`config.mk`:
```
export PLATFORM = sky130hd
export DESIGN_NAME = apb_master_bridge
export DESIGN_NICKNAME = d
export VERILOG_FILES = /design/src/rtl/apb_master_bridge.sv
export SDC_FILE = /design/constraint.sdc
export NUM_CORES = 1
export LEC_CHECK = 0
export CORE_MARGIN = 3
export CORE_UTILIZATION = 41
export CTS_CLUSTER_DIAMETER = 30
export DETAILED_ROUTE_END_ITERATION = 6
export GPL_ROUTABILITY_DRIVEN = 0
export MAX_ROUTING_LAYER = met4
export PLACE_DENSITY = 0.81
export RECOVER_POWER = 50
export SYNTH_ARGS = -nofsm -noshare
export SYNTH_HDL_FRONTEND = slang
export SYNTH_SLANG_ARGS = --single-unit
```
`constraint.sdc`:
```
create_clock -name clk -period 4.55 [get_ports clk]
set_input_delay 0.91 -clock clk [delete_from_list [all_inputs] [get_ports clk]]
set_output_delay 0.91 -clock clk [all_outputs]
set_load 0.03 [all_outputs]
```
`src/rtl/apb_master_bridge.sv`:
```
// Core data-bus to APB3 master bridge. Decodes the peripheral window, steers
// store lanes, extends load data and aborts transfers to slaves that never respond.
module apb_master_bridge #(
    parameter logic [31:0] BASE_ADDR  = 32'h1000_0000,
    parameter int          NUM_SLAVES = 4,
    parameter int          TIMEOUT    = 16
) (
    input  logic                      clk,
    input  logic                      reset,
    input  logic                      d_req,
    input  logic                      d_wr_en,
    input  logic [31:0]               dAddr,
    input  logic [31:0]               dWdata,
    input  logic [2:0]                store_type,
    input  logic [2:0]                load_type,
    output logic [31:0]               dRdata,
    output logic                      d_ready,
    output logic                      d_err,
    output logic [31:0]               PADDR,
    output logic                      PWRITE,
    output logic [NUM_SLAVES-1:0]     PSEL,
    output logic                      PENABLE,
    output logic [31:0]               PWDATA,
    output logic [3:0]                PSTRB,
    input  logic [32*NUM_SLAVES-1:0]  PRDATA,
    input  logic [NUM_SLAVES-1:0]     PREADY,
    input  logic [NUM_SLAVES-1:0]     PSLVERR
);
    localparam int CW = $clog2(TIMEOUT + 1);

    typedef enum logic [1:0] {IDLE, SETUP, ACCESS, DONE} state_t;
    typedef enum logic [1:0] {SZ_B, SZ_H, SZ_W} size_t;

    state_t                r_state, w_state;
    logic [CW-1:0]         r_cnt, w_cnt;
    logic [3:0]            r_idx, w_idx_n;
    logic [1:0]            r_off, w_off_n;
    size_t                 r_size, w_size_n;
    logic                  r_uns, w_uns_n;
    logic [NUM_SLAVES-1:0] r_psel, w_psel;
    logic                  r_penable, w_penable;
    logic [31:0]           r_paddr, w_paddr;
    logic                  r_pwrite, w_pwrite;
    logic [31:0]           r_pwdata, w_pwdata;
    logic [3:0]            r_pstrb, w_pstrb;
    logic [31:0]           r_rdata, w_rdata;
    logic                  r_ready, w_ready;
    logic                  r_err, w_err;

    // Request decode
    size_t                 w_size;
    logic                  w_uns, w_in_win, w_idx_ok, w_misal;
    logic [1:0]            w_off;
    logic [3:0]            w_idx;
    logic [3:0]            w_strb;
    logic [31:0]           w_wdata;
    logic [NUM_SLAVES-1:0] w_onehot;

    always_comb begin
        w_off = dAddr[1:0];
        w_idx = dAddr[15:12];
        w_uns = 1'b0;
        if (d_wr_en) begin
            case (store_type)
                3'b000:  w_size = SZ_B;
                3'b001:  w_size = SZ_H;
                default: w_size = SZ_W;
            endcase
        end else begin
            case (load_type)
                3'b000:  w_size = SZ_B;
                3'b001:  w_size = SZ_H;
                3'b100:  begin w_size = SZ_B; w_uns = 1'b1; end
                3'b101:  begin w_size = SZ_H; w_uns = 1'b1; end
                default: w_size = SZ_W;
            endcase
        end
        w_in_win = (dAddr[31:16] == BASE_ADDR[31:16]);
        w_idx_ok = (int'(w_idx) < NUM_SLAVES);
        w_misal  = ((w_size == SZ_H) && w_off[0]) || ((w_size == SZ_W) && (w_off != 2'b00));

        case (w_size)
            SZ_B:    begin w_strb = 4'b0001 << w_off;           w_wdata = {4{dWdata[7:0]}};  end
            SZ_H:    begin w_strb = 4'b0011 << {w_off[1], 1'b0}; w_wdata = {2{dWdata[15:0]}}; end
            default: begin w_strb = 4'hF;                        w_wdata = dWdata;           end
        endcase
        if (!d_wr_en) begin
            w_strb  = 4'h0;
            w_wdata = 32'h0;
        end

        w_onehot = '0;
        for (int i = 0; i < NUM_SLAVES; i++)
            if (w_idx == 4'(i)) w_onehot[i] = 1'b1;
    end

    // Selected-slave response and load extraction
    logic [31:0] w_prdata, w_sh_b, w_sh_h, w_ld_data;
    logic        w_pready, w_pslverr;

    always_comb begin
        w_prdata  = 32'h0;
        w_pready  = 1'b0;
        w_pslverr = 1'b0;
        for (int i = 0; i < NUM_SLAVES; i++) begin
            if (r_idx == 4'(i)) begin
                w_prdata  = PRDATA[32*i +: 32];
                w_pready  = PREADY[i];
                w_pslverr = PSLVERR[i];
            end
        end
        w_sh_b = w_prdata >> {r_off, 3'b000};
        w_sh_h = w_prdata >> {r_off[1], 4'b0000};
        case (r_size)
            SZ_B:    w_ld_data = r_uns ? {24'h0, w_sh_b[7:0]}  : {{24{w_sh_b[7]}}, w_sh_b[7:0]};
            SZ_H:    w_ld_data = r_uns ? {16'h0, w_sh_h[15:0]} : {{16{w_sh_h[15]}}, w_sh_h[15:0]};
            default: w_ld_data = w_prdata;
        endcase
    end

    // Next-state and next-output logic
    always_comb begin
        // NOTE: every next value defaults to its held value first, so no branch leaves one unassigned and infers a latch.
        w_state   = r_state;
        w_cnt     = r_cnt;
        w_idx_n   = r_idx;
        w_off_n   = r_off;
        w_size_n  = r_size;
        w_uns_n   = r_uns;
        w_psel    = r_psel;
        w_penable = r_penable;
        w_paddr   = r_paddr;
        w_pwrite  = r_pwrite;
        w_pwdata  = r_pwdata;
        w_pstrb   = r_pstrb;
        w_rdata   = r_rdata;
        w_err     = r_err;
        w_ready   = 1'b0;

        case (r_state)
            IDLE: begin
                if (d_req) begin
                    if (!w_in_win || !w_idx_ok || w_misal) begin
                        w_state = DONE;
                        w_ready = 1'b1;
                        w_err   = 1'b1;
                        w_rdata = 32'h0;
                    end else begin
                        w_state   = SETUP;
                        w_idx_n   = w_idx;
                        w_off_n   = w_off;
                        w_size_n  = w_size;
                        w_uns_n   = w_uns;
                        w_psel    = w_onehot;
                        w_penable = 1'b0;
                        w_paddr   = {dAddr[31:2], 2'b00};
                        w_pwrite  = d_wr_en;
                        w_pwdata  = w_wdata;
                        w_pstrb   = w_strb;
                    end
                end
            end
            SETUP: begin
                w_state   = ACCESS;
                w_penable = 1'b1;
                w_cnt     = '0;
            end
            ACCESS: begin
                if (w_pready) begin
                    w_state   = DONE;
                    w_psel    = '0;
                    w_penable = 1'b0;
                    w_ready   = 1'b1;
                    w_err     = w_pslverr;
                    w_rdata   = r_pwrite ? 32'h0 : w_ld_data;
                end else if (r_cnt == CW'(TIMEOUT - 1)) begin
                    // Dead slave: give the core an error instead of stalling forever.
                    w_state   = DONE;
                    w_psel    = '0;
                    w_penable = 1'b0;
                    w_ready   = 1'b1;
                    w_err     = 1'b1;
                    w_rdata   = 32'h0;
                end else begin
                    w_cnt = r_cnt + 1'b1;
                end
            end
            default: begin
                w_state = IDLE;
                w_cnt   = '0;
            end
        endcase
    end

    // NOTE: registers are updated with non-blocking assignments so every flop samples pre-edge values.
    always_ff @(posedge clk or posedge reset) begin
        if (reset) begin
            r_state   <= IDLE;
            r_cnt     <= '0;
            r_idx     <= '0;
            r_off     <= '0;
            r_size    <= SZ_B;
            r_uns     <= 1'b0;
            r_psel    <= '0;
            r_penable <= 1'b0;
            r_paddr   <= '0;
            r_pwrite  <= 1'b0;
            r_pwdata  <= '0;
            r_pstrb   <= '0;
            r_rdata   <= '0;
            r_ready   <= 1'b0;
            r_err     <= 1'b0;
        end else begin
            r_state   <= w_state;
            r_cnt     <= w_cnt;
            r_idx     <= w_idx_n;
            r_off     <= w_off_n;
            r_size    <= w_size_n;
            r_uns     <= w_uns_n;
            r_psel    <= w_psel;
            r_penable <= w_penable;
            r_paddr   <= w_paddr;
            r_pwrite  <= w_pwrite;
            r_pwdata  <= w_pwdata;
            r_pstrb   <= w_pstrb;
            r_rdata   <= w_rdata;
            r_ready   <= w_ready;
            r_err     <= w_err;
        end
    end

    assign dRdata  = r_rdata;
    assign d_ready = r_ready;
    assign d_err   = r_err;
    assign PADDR   = r_paddr;
    assign PWRITE  = r_pwrite;
    assign PSEL    = r_psel;
    assign PENABLE = r_penable;
    assign PWDATA  = r_pwdata;
    assign PSTRB   = r_pstrb;

endmodule

```
==> flow_summary.toml <==
[run_status]
status = "finished with violations"
violations = "capacitance limit, slew limit"

[synth]
avgSynthCellArea_um2 = 10.01
ys_seq_area_frac = 0.4510
synth_edf_count = 0
netlist_area_um2 = 6548
synthCells = 654
yosysWarnings = 0
ys_types = 53
synthArstFlopShare = 1.000
synth_ff_type = "dfrtp_1"
ys_ff_latch = 118

[critical_path]
cp.arrival_ns = 3.97
startpoint_type = "primary input"
critical_path_class = "primary input to asynchronous set/reset pin"
worstPathMaxFanout = 69
worstPathRequired_ns = 5.04
worstSetupEndpointType = "asynchronous set/reset pin"

[floorplanning]
rows = 45
start_util = 0.4244
fp.dieW_um = 132.4
io_pins = 318
die_height_um = 132.4
core_area_um2 = 15430
dieArea_um2 = 17520

[global_route]
busiest_layer = "met2"
grtUsageMet1 = 0.3043
antenna_found_initial = 0
grt_max_degree = 70
grt_usage = 0.2773
use_met3 = 0.08473
grt_pass1_vias = 6788
grt_overflow = 0
grt_pass1_wl_mm = 36.95
grt_use_met2 = 0.4776

[min_path]
hold_class = "register to register"

[sta]
setup_violations = 0
rsz0062_at_grt = "false"
maxSlewViolCount = 70
final.period_utilization = 0.7655
fmax_ghz = 0.2871
slew_headroom = -0.7506
final.setup_skew_ns = 0.007317
min_period_ns = 3.483
finalHoldViolCount = 0
finalSetupTns_ns = 0
worst_pin_slew_ns = 2.623

[finish]
syn_to_final_growth_pct = 59.41
final_cell_mix = "clkdlybuf4s50_1 (265), nand2_1 (162), dfrtp_1 (117)"
nets = 1165
final.fill_count = 1236
final_common_cell = "clkdlybuf4s50_1"
antenna_cells = 0
drive_gt1_frac = 0.1154
final_core_util = 0.6766

[detailed_routing]
ant_nets = 0
drt_wl_total_mm = 23.83
routedWlPerCell_um = 20.32
vias = 6499
via_per_inst = 5.540
drc = 0
drt_iter0_markers = 530
firstDrtPassIters = 6

[cts]
clk_path_buf_depth = 2
cts_tree = "built"
hold_buffers = 0
clk_pin_slew_ns = 0.06
root_buffer = "clkbuf_16"
cts_buffers = 17
clk_latency_ns = 0.41
post_cts_buffers = 0
ctsResizeCount = 0
cts.sinks = 118
cts_max_level = 4

[flow_run]
drv_cap = 1

[placed_design]
port_buffers = 315
hpwl_mm = 18.33

[power_and_ir_drop]
p_total_w = 0.003434
powerDensity_nw_per_um2 = 329.0
p_leak_nw = 4.610
vdd_ir_drop_max_uv = 231.6
==> stage by stage <==
| step | setup slack (ns) | hold WS, ns | std cells | instance area (um2) |
|---|---|---|---|---|
| after floorplan | 0.5109 | 0.4461 | 655 | 6551 |
| after global placement | 0.8121 | 0.4487 | 1141 | 9842 |
| after detailed placement | 0.7337 | 0.4523 | 1141 | 9842 |
| after CTS | 1.164 | 0.4686 | 1173 | 10450 |
| after global routing | 0.4648 | 0.4864 | 1173 | 10440 |
| final | 1.067 | 0.4612 | 1173 | 10440 |
==> critical path, cell delays in order <==
cell and delay (ns):
clkdlybuf4s50_1 0.40, inv_1 1.84, clkbuf_2 0.77
==> final cells by class <==
cell class,instances,area [um2],share of cell area
timing repair buffer,327,3253,0.3117
multi-input combinational,473,3317,0.3178
sequential,118,2954,0.2830
tap,211,264.0,0.02529
clock inverter,15,178.9,0.01714
inverter,12,45.04,0.004316
clock buffer,17,425.4,0.04076
==> final timing paths <==
path | start | end | cells past startpoint | slack [ns]
setup / recovery | reset | PADDR[11] | 3 | 1.07
hold / removal | PWDATA[5] | PWDATA[5] | 2 | 0.46
setup reg to reg | r_size[1] | dRdata[18] | 5 | 1.44
hold reg to reg | PWDATA[5] | PWDATA[5] | 2 | 0.46
max in group clk | PREADY[1] | dRdata[18] | 8 | 1.11
min in group asynchronous | reset | PADDR[27] | 2 | 1.73
==> state kept, by name, summed over array words and instances, names as in the netlist <==
register and count:
PWDATA 32, dRdata 32, PADDR 27, r_cnt 5
PSEL 4, PSTRB 4, r_idx 3, r_off 2
r_size 2, r_state 2, PENABLE 1, PWRITE 1
d_err 1, d_ready 1, r_uns 1
==> report_power, final <==
part           internal [W]  switching (W)
combinational      0.000427       0.000483
sequential          0.00112      0.0000472
clock              0.000862       0.000499
==> cells in the mapped netlist, types with 9 or more instances <==
library cell,instances,share of area
and2_1,26,0.025
nand2_1,162,0.093
mux2_2,23,0.040
o31ai_1,9,0.010
a32o_1,15,0.023
buf_2,15,0.011
o2bb2ai_1,12,0.016
inv_1,12,0.0069
mux4_2,34,0.12
nor2_1,17,0.0097
a21oi_1,16,0.012
o21ai_0,37,0.028
o221ai_1,9,0.012
nand3_1,36,0.028
dfrtp_1,118,0.45
clkbuf_1,29,0.017
==> cell families (layout without fill, tap and decap cells) <==
logic type | Yosys count | count (layout) | share of synthesized area
adder cells (fa/ha/maj) | 6 | 6 | 0.01147
multiplexers | 60 | 60 | 0.1611
buffers and inverters | 64 | 371 | 0.04357
other | 1 | 2 | 0.0005727
AND/OR/NAND/NOR | 276 | 276 | 0.1915
AO/OA/AOI/OAI | 129 | 129 | 0.1408
flip-flops | 118 | 118 | 0.4510
==> layer usage <==
metal | routed length [um] | vias up
met3 | 2166 | 48
met4 | 629 | 0
met5 | 0 | -
met1 | 8846 | 3154
met2 | 12190 | 339
li1 | - | 2958
(Power assumes the default switching activity.)
